## config.mk

```make
export PLATFORM = sky130hd
export DESIGN_NAME = alu_issue_ctrl
export DESIGN_NICKNAME = d
export VERILOG_FILES = /design/src/rtl/alu_pkg.sv /design/src/rtl/alu_issue_ctrl.sv
export SDC_FILE = /design/constraint.sdc
export NUM_CORES = 1
export LEC_CHECK = 0
export ABC_AREA = 1
export BUFFER_PORTS_ARGS = -buffer_cell sky130_fd_sc_hd__buf_2
export CAP_MARGIN = 30
export CORE_AREA = 2 2 66 74
export CTS_CLUSTER_SIZE = 8
export DETAILED_ROUTE_END_ITERATION = 16
export DIE_AREA = 0 0 68 76
export PLACE_DENSITY = 0.8
export SYNTH_ARGS = -nofsm -noshare
export SYNTH_HDL_FRONTEND = slang
export SYNTH_SLANG_ARGS = --single-unit
```

## constraint.sdc

```tcl
create_clock -name clk -period 4.26 [get_ports clk]
set_input_delay 0.213 -clock clk [delete_from_list [all_inputs] [get_ports clk]]
set_output_delay 0.213 -clock clk [all_outputs]
set_load 0.03 [all_outputs]
```

## src/rtl/alu_pkg.sv

```systemverilog
// alu_pkg: shared op codes, FSM encoding and result width for the ALU issue controller.
package alu_pkg;
    localparam logic [1:0] OP_ADD = 2'b00;
    localparam logic [1:0] OP_AND = 2'b01;
    localparam logic [1:0] OP_XOR = 2'b10;
    localparam logic [1:0] OP_MUL = 2'b11;
    localparam int RES_W = 16;
    typedef enum logic [1:0] {IDLE, DRIVE, RESULT} state_t;
endpackage

```

## src/rtl/alu_issue_ctrl.sv

```systemverilog
// alu_issue_ctrl: sequential initiator for the combinational 8-bit ALU.
// Ports: cmd_valid/cmd_ready/cmd_op/cmd_a/cmd_b command handshake in;
//        alu_s/alu_a/alu_b registered drive to the ALU, alu_y/alu_z/alu_o/alu_carry back;
//        res_valid/res_ready/res_data/res_op/res_carry/res_ovf result handshake out;
//        busy high while an operation is in flight.
// Optional: ALU_ISSUE_ZERO_FLAG_EN adds res_zero (captured res_data == 0).
module alu_issue_ctrl import alu_pkg::*; #(
    parameter int SETTLE_CYCLES = 1
) (
    input  logic             clk,
    input  logic             rst,
    input  logic             cmd_valid,
    output logic             cmd_ready,
    input  logic [1:0]       cmd_op,
    input  logic [7:0]       cmd_a,
    input  logic [7:0]       cmd_b,
    output logic [1:0]       alu_s,
    output logic [7:0]       alu_a,
    output logic [7:0]       alu_b,
    input  logic [7:0]       alu_y,
    input  logic [15:0]      alu_z,
    input  logic             alu_o,
    input  logic             alu_carry,
    output logic             res_valid,
    input  logic             res_ready,
    output logic [RES_W-1:0] res_data,
    output logic [1:0]       res_op,
    output logic             res_carry,
    output logic             res_ovf,
`ifdef ALU_ISSUE_ZERO_FLAG_EN
    output logic             res_zero,
`endif
    output logic             busy
);
    if (SETTLE_CYCLES < 1 || SETTLE_CYCLES > 15) begin : g_bad_settle
        $error("alu_issue_ctrl: SETTLE_CYCLES must be in 1..15");
    end
    localparam logic [3:0] CNT_INIT = 4'(SETTLE_CYCLES - 1);
    state_t           state_q, state_d;
    logic [3:0]       cnt_q, cnt_d;
    logic [1:0]       s_q, s_d, op_q, op_d;
    logic [7:0]       a_q, a_d, b_q, b_d;
    logic [RES_W-1:0] data_q, data_d, cap_data;
    logic             carry_q, carry_d, ovf_q, ovf_d;
`ifdef ALU_ISSUE_ZERO_FLAG_EN
    logic             zero_q, zero_d;
`endif
    assign cap_data = (s_q == OP_MUL) ? alu_z : {{(RES_W-8){1'b0}}, alu_y};
    always_comb begin
        state_d = state_q;
        cnt_d   = cnt_q;
        s_d     = s_q;
        a_d     = a_q;
        b_d     = b_q;
        data_d  = data_q;
        op_d    = op_q;
        carry_d = carry_q;
        ovf_d   = ovf_q;
`ifdef ALU_ISSUE_ZERO_FLAG_EN
        zero_d  = zero_q;
`endif
        case (state_q)
            IDLE: if (cmd_valid) begin
                state_d = DRIVE;
                cnt_d   = CNT_INIT;
                s_d     = cmd_op;
                a_d     = cmd_a;
                b_d     = cmd_b;
            end
            DRIVE: if (cnt_q == 4'd0) begin
                state_d = RESULT;
                data_d  = cap_data;
                op_d    = s_q;
                // adder flags are always live on the ALU, so mask them for non-add ops
                carry_d = (s_q == OP_ADD) && alu_carry;
                ovf_d   = (s_q == OP_ADD) && alu_o;
`ifdef ALU_ISSUE_ZERO_FLAG_EN
                zero_d  = (cap_data == '0);
`endif
            end else begin
                cnt_d = cnt_q - 4'd1;
            end
            RESULT: if (res_ready) state_d = IDLE;
            default: state_d = IDLE;
        endcase
    end
    always_ff @(posedge clk or posedge rst) begin
        if (rst) begin
            state_q <= IDLE;
            cnt_q   <= '0;
            s_q     <= '0;
            a_q     <= '0;
            b_q     <= '0;
            data_q  <= '0;
            op_q    <= '0;
            carry_q <= 1'b0;
            ovf_q   <= 1'b0;
`ifdef ALU_ISSUE_ZERO_FLAG_EN
            zero_q  <= 1'b0;
`endif
        end else begin
            state_q <= state_d;
            cnt_q   <= cnt_d;
            s_q     <= s_d;
            a_q     <= a_d;
            b_q     <= b_d;
            data_q  <= data_d;
            op_q    <= op_d;
            carry_q <= carry_d;
            ovf_q   <= ovf_d;
`ifdef ALU_ISSUE_ZERO_FLAG_EN
            zero_q  <= zero_d;
`endif
        end
    end
    assign cmd_ready = (state_q == IDLE);
    assign res_valid = (state_q == RESULT);
    assign busy      = (state_q != IDLE);
    assign alu_s     = s_q;
    assign alu_a     = a_q;
    assign alu_b     = b_q;
    assign res_data  = data_q;
    assign res_op    = op_q;
    assign res_carry = carry_q;
    assign res_ovf   = ovf_q;
`ifdef ALU_ISSUE_ZERO_FLAG_EN
    assign res_zero  = zero_q;
`endif
endmodule

```

==> results.py, run 1 <==
metrics = {
    "run_status": {
        "status": "finished clean",
    },
    "cts": {
        "numCtsBuffers": 5,
        "cts-root-buf": "clkbuf_8",
        "clock_path_buffers": 2,
        "cts-hold-fix-buffers": 0,
        "tritoncts": "done",
        "clkTransAtPathRegs_ns": 0.08,
        "htreeDepth": 2,
        "cts_resized": 0,
        "insertion_delay_ns": 0.29,
        "clkSinkCount": 44,
        "cts_setup_buffers": 0,
    },
    "setup_path": {
        "reg2reg_depth": 5,
        "worst_path_dominant_cell_family": "simple AND/OR/NAND/NOR gates",
        "path_common_cell": "nand2_1",
        "crit_path_end_kind": "register",
        "critical_path_depth": 5,
        "startpoint": "state_q[1]",
        "crit_fanout": 20,
        "crit_type": "reg -> reg",
        "cp.arrival_ns": 2.12,
        "r2r_start": "state_q[1]",
        "worst-path-buf-inv": 1,
        "cp.required_ns": 4.47,
        "r2r_setup_slack_ns": 2.35,
        "slowest_stage": "inv_1",
        "r2r_end": "alu_s[1]",
        "cp_cell_sequence": "nor2_1 -> nand2_1 -> inv_1 -> nand2_1 -> o21ai_0",
        "startpoint_type": "register",
        "cpPeakStageDelay_ns": 0.58,
        "critPathCapture": "alu_s[1]",
    },
    "power_and_ir_drop": {
        "internal-power_mw": 1.10,
        "powerDensity_nw_per_um2": 842,
        "pwr-share-comb_pct": 49.8,
        "ir_drop_uv": 358,
        "seqPwrFrac_pct": 34.0,
        "p_leak_nw": 1.45,
        "power.share.switching_pct": 47.3,
        "p_sw_mw": 0.989,
        "clockPowerShare_pct": 16.2,
    },
    "logic_synthesis": {
        "synth_cell_types": 20,
        "ys_seq_area_share_pct": 57.4,
        "synth_fp_nets": 262,
        "synth_seq_cells": 44,
        "syn_inst": 212,
        "syn-cell-area_um2": 1920,
        "ys_warn_count": 0,
        "postSynthAreaPerCell_um2": 9.05,
        "ys_top_cells_by_area": "dfrtp_1 57%, nand2_1 18%, nand3_1 3.4%",
        "synth_largest_type_area_fraction_pct": 57.4,
        "yosysTopAreaCell": "dfrtp_1",
    },
    "run": {
        "drv_cap": 0,
    },
    "placed_design": {
        "pre_cts_ws_ns": 2.39,
        "place_area_um2": 2360,
        "place_congestion": 0.777,
        "port_buffers": 88,
        "place_hpwl_um": 3010,
    },
    "drt": {
        "num_vias": 1666,
        "drtAntennaViolNets": 0,
        "drcViolationCount": 0,
        "routed_via_density": 4.68,
        "wirelength_um": 4160,
        "avgRoutedWirePerCell_um": 11.7,
        "first_iter_violations": 42,
        "drtPass1Iterations": 4,
    },
    "global_routing": {
        "antenna_found_initial": 0,
        "grt_max_degree": 45,
        "grt.total_usage_pct": 17.6,
        "grt_pass1_wl_um": 6970,
        "grt_pass1_vias": 1623,
        "grt-ovfl-total": 0,
    },
    "sta": {
        "maxSlewViolCount": 0,
        "rsz0062_at_grt": "no",
        "setup_viol": 0,
        "hold_viol_final": 0,
        "tightest_slew_ns": 0.885,
        "period_minus_slack_ns": 1.91,
        "skew_ns": 0.00346,
        "period_share_pct": 44.9,
        "fmax_mhz": 523,
        "finalSetupTns_ns": 0,
        "fin_ws_ns": 2.35,
        "slew_headroom_pct": 40.9,
        "whs_ns": 0.0875,
    },
    "layout": {
        "antenna_cells": 0,
        "syn_to_final_growth_pct": 29.5,
        "fill_cells": 429,
        "drive_gt1_share_pct": 38.0,
        "final_area_um2": 2480,
        "finalNetCount": 349,
    },
    "floorplanning": {
        "die_w_um": 68,
        "dieArea_um2": 5170,
        "dieHeight_um": 76,
        "start_util_pct": 42.8,
        "coreArea_um2": 4490,
        "io_pins": 89,
        "rows": 26,
    },
    "min_path": {
        "hold_class": "in -> reg",
    },
}
per-stage QoR:
step	utilization (%)	instances	power [mW]
global placement	52.5	348	1.75
floorplan	-	212	1.51
detailed placement	52.5	348	1.77
CTS	55.4	356	2.12
finish	55.4	356	2.09
global route	55.4	356	2.25
cells in the final DEF, fill, tap and decap left out:
cell type and instances:
nand2_2 1, dfrtp_1 44, xor2_1 1, nor2_4 1, nor2_8 1, clkbuf_8 7
o211ai_1 8, inv_1 9, bufinv_16 1, inv_2 3, nor2_1 8, inv_4 1
buf_2 88, nand4_1 1, nand2_1 93, o31ai_1 1, or2_2 8, ha_1 2
o21ai_0 6, o21ai_2 3, nand3_1 13
synth_stat cells:
master    count
nand2_2       1
xor2_1        1
nor2_4        1
nand2_1      93
ha_1          2
o21ai_2       3
inv_2         2
nor2_8        1
o31ai_1       1
nand3_1      13
o211ai_1      8
inv_4         1
nand4_1       1
inv_1        10
dfrtp_1      44
buf_6         5
nor2_1        8
o21ai_0       6
or2_2         8
buf_2         3
cell families after synthesis:
kind of cell / synth area share (%)
buffers and inverters: 6.39
DFF: 57.4
adders and majority gates: 1.30
and+or+nand+nor: 28.0
xor gates and xnor gates: 0.456
AOI/OAI and AO/OA: 6.45
state kept, by name, indices dropped and copies added (netlist names):
register,count
alu_s,2
res_ovf,1
res_op,2
cnt_q,4
res_data,16
alu_b,8
alu_a,8
state_q,2
res_carry,1
per-layer routing:
layer	global-route usage, %	part of all wire, %	wire, µm	up-vias
li1	-	-	-	842
met1	19.7	41	1700	762
met2	30.6	50	2080	56
met3	5.17	7.7	322	6
met4	6.60	1.6	67	0
met5	0	0	0	-
how the worst min path moves through the flow:
stage | end | slack [ns] | depth (start not counted) | from
after floorplan | state_q[1] | 0.30 | 1 | res_ready
after global placement | alu_b[0] | 0.41 | 3 | cmd_b[0]
after detailed placement | state_q[1] | 0.39 | 2 | res_ready
after CTS | state_q[1] | 0.08 | 2 | res_ready
after global routing | state_q[1] | 0.09 | 2 | res_ready
final | state_q[1] | 0.09 | 2 | res_ready
power by group through the flow:
stage | sequential, mW | clock [mW] | combinational, mW
final | 0.711 | 0.340 | 1.04
after global routing | 0.734 | 0.370 | 1.15
after CTS | 0.710 | 0.350 | 1.06
after detailed placement | 0.715 | 0 | 1.05
after global placement | 0.714 | 0 | 1.03
after floorplan | 1.04 | 0 | 0.464
cell type report:
type	count	area, µm²	area share (%)
sequential	44	1100	44.3
multi-input combinational	147	696	28.0
timing repair buffer	88	440	17.7
clock buffer	7	96.3	3.88
tap	56	70.1	2.82
inverter	13	51.3	2.06
clock inverter	1	30.0	1.21
No activity file was read; power rests on OpenSTA's default activity.
==> inputs of run 2 (changes only) <==
--- a/config.mk
+++ b/config.mk
@@ -8,11 +8,11 @@
 export ABC_AREA = 1
 export BUFFER_PORTS_ARGS = -buffer_cell sky130_fd_sc_hd__buf_2
 export CAP_MARGIN = 30
-export CORE_AREA = 2 2 66 74
+export CORE_AREA = 2 2 68 76
 export CTS_CLUSTER_SIZE = 8
 export DETAILED_ROUTE_END_ITERATION = 16
-export DIE_AREA = 0 0 68 76
-export PLACE_DENSITY = 0.8
+export DIE_AREA = 0 0 70 78
+export PLACE_DENSITY = 0.79
 export SYNTH_ARGS = -nofsm -noshare
 export SYNTH_HDL_FRONTEND = slang
 export SYNTH_SLANG_ARGS = --single-unit
==> constraint.sdc (replaced) <==
create_clock -name clk -period 1.55 [get_ports clk]
set_input_delay 0.0775 -clock clk [delete_from_list [all_inputs] [get_ports clk]]
set_output_delay 0.0775 -clock clk [all_outputs]
set_load 0.03 [all_outputs]
==> results.py, run 2 (synthesized netlist as in run 1, its figures left out) <==
metrics = {
    "layout": {
        "seq_area_um2": 1100,
        "final_cell_mix": "92 x nand2_1, 88 x buf_2, 44 x dfrtp_1, 21 x dlygate4sd3_1, 13 x nand3_1",
        "largest_register_ffs": 16,
        "final_area_um2": 2740,
        "drive_gt1_share_pct": 37.7,
        "multi_input_area_um2": 701,
        "syn_to_final_growth_pct": 43.0,
        "fill_cells": 416,
        "finalNetCount": 378,
        "final_common_cell": "nand2_1",
        "antenna_cells": 0,
    },
    "min_path": {
        "holdPathStages": 3,
        "hold_class": "in -> reg",
    },
    "sta": {
        "period_share_pct": 91.8,
        "rsz0062_at_grt": "no",
        "skew_ns": 0.00940,
        "slew_headroom_pct": 67.0,
        "finalSetupTns_ns": 0,
        "hold_viol_final": 0,
        "setup_viol": 0,
        "fmax_mhz": 703,
        "maxSlewViolCount": 0,
        "tightest_slew_ns": 0.494,
        "period_minus_slack_ns": 1.42,
    },
    "floorplanning": {
        "coreArea_um2": 4620,
        "io_pins": 89,
        "dieHeight_um": 78,
        "start_util_pct": 41.5,
        "rows": 26,
        "die_w_um": 70,
        "dieArea_um2": 5460,
    },
    "placed_design": {
        "port_buffers": 88,
        "place_area_um2": 2400,
        "place_hpwl_um": 3260,
        "place_congestion": 0.795,
    },
    "cts": {
        "cts-root-buf": "clkbuf_8",
        "htreeDepth": 2,
        "clkSinkCount": 44,
        "tritoncts": "done",
        "clock_path_buffers": 2,
        "clkTransAtPathRegs_ns": 0.08,
        "numCtsBuffers": 5,
        "insertion_delay_ns": 0.30,
    },
    "drt": {
        "highest_layer": "met4",
        "routed_via_density": 4.63,
        "wl_met3_um": 284,
        "num_vias": 1781,
        "routed-wl-met2_um": 2430,
        "avgRoutedWirePerCell_um": 12.5,
        "drtPass1Iterations": 6,
        "wirelength_met1_um": 2040,
        "first_iter_violations": 56,
        "drtAntennaViolNets": 0,
        "wirelength_um": 4830,
        "drcViolationCount": 0,
    },
    "setup_path": {
        "cp.arrival_ns": 1.66,
        "crit_fanout": 10,
        "cp.required_ns": 1.79,
        "reg2reg_depth": 7,
        "startpoint_type": "register",
        "crit_path_end_kind": "register",
        "crit_type": "reg -> reg",
    },
    "global_routing": {
        "grt.total_usage_pct": 19.1,
        "grt_max_degree": 26,
        "antenna_found_initial": 0,
        "grt-ovfl-total": 0,
        "grt_pass1_vias": 1891,
        "grt_pass1_wl_um": 8410,
    },
    "power_and_ir_drop": {
        "finalPower_mw": 5.77,
        "p_leak_nw": 1.55,
        "ir_drop_uv": 879,
        "powerDensity_nw_per_um2": 2100,
    },
    "run": {
        "drv_cap": 0,
    },
    "run_status": {
        "status": "finished clean",
    },
}
-- run 2: cell count changes in the layout (fill, tap and decap cells not counted), sizes merged --
cell | previous run | this run
dlygate4sd3 | 0 | 21
buf | 88 | 96
clkinvlp | 0 | 2
bufinv | 1 | 0
inv | 13 | 12
-- run 2: stage by stage --
step | std cells | hold WS, ns | util, % | worst slack (ns)
global route | 385 | 0.0154 | 59.4 | 0.00237
global placement | 353 | 0.132 | 51.9 | 0.159
detailed placement | 353 | 0.136 | 51.9 | 0.108
floorplan | 212 | 0.164 | - | 0.172
finish | 385 | 0.00236 | 59.4 | 0.127
CTS | 382 | 0.00130 | 58.5 | 0.0986
-- run 2: area by class of cell --
cell class,instances,share of cell area (%)
tap,56,2.55
inverter,13,2.01
clock inverter,1,0.274
timing repair buffer,117,26.4
sequential,44,40.1
clock buffer,7,3.15
multi-input combinational,147,25.5
-- run 2: path summary, 6_finish.rpt --
path / from / to / slack, ns
worst max-delay path: cnt_q[0] / res_data[1] / 0.13
worst min-delay path: alu_z[9] / res_data[9] / 0.002
worst max register to register: cnt_q[0] / res_data[1] / 0.13
worst min register to register: res_data[7] / res_data[7] / 0.48
max in group asynchronous: rst / state_q[1] / 0.66
min in group asynchronous: rst / res_data[14] / 0.35
-- run 2: worst max-delay path: stages (launching register included) --
cell and delay, ns:
dfrtp_1 0.41, inv_1 0.11, ha_1 0.15, nand2_1 0.15, nor2_8 0.19, buf_4 0.20, o211ai_1 0.10, nand2_1 0.06
-- run 2: layer usage --
metal	track usage [%]	vias to the layer above
li1	-	898
met4	7.69	0
met2	33.0	61
met1	22.7	814
met5	0	-
met3	4.68	8
-- run 2: timing repair --
item,4_1_cts,5_1_grt
resized for setup,0,2
hold buffers,21,0
setup buffers,0,3
endpoints found under the setup margin,0,4
hold endpoints to repair,42,0
-- run 2: where the power goes --
part           internal [mW]  switching (mW)  leakage (nW)
Sequential              1.66           0.301         0.560
Clock                  0.362           0.377        0.0445
Combinational          0.939            2.13         0.948
Total                   2.97            2.81          1.55
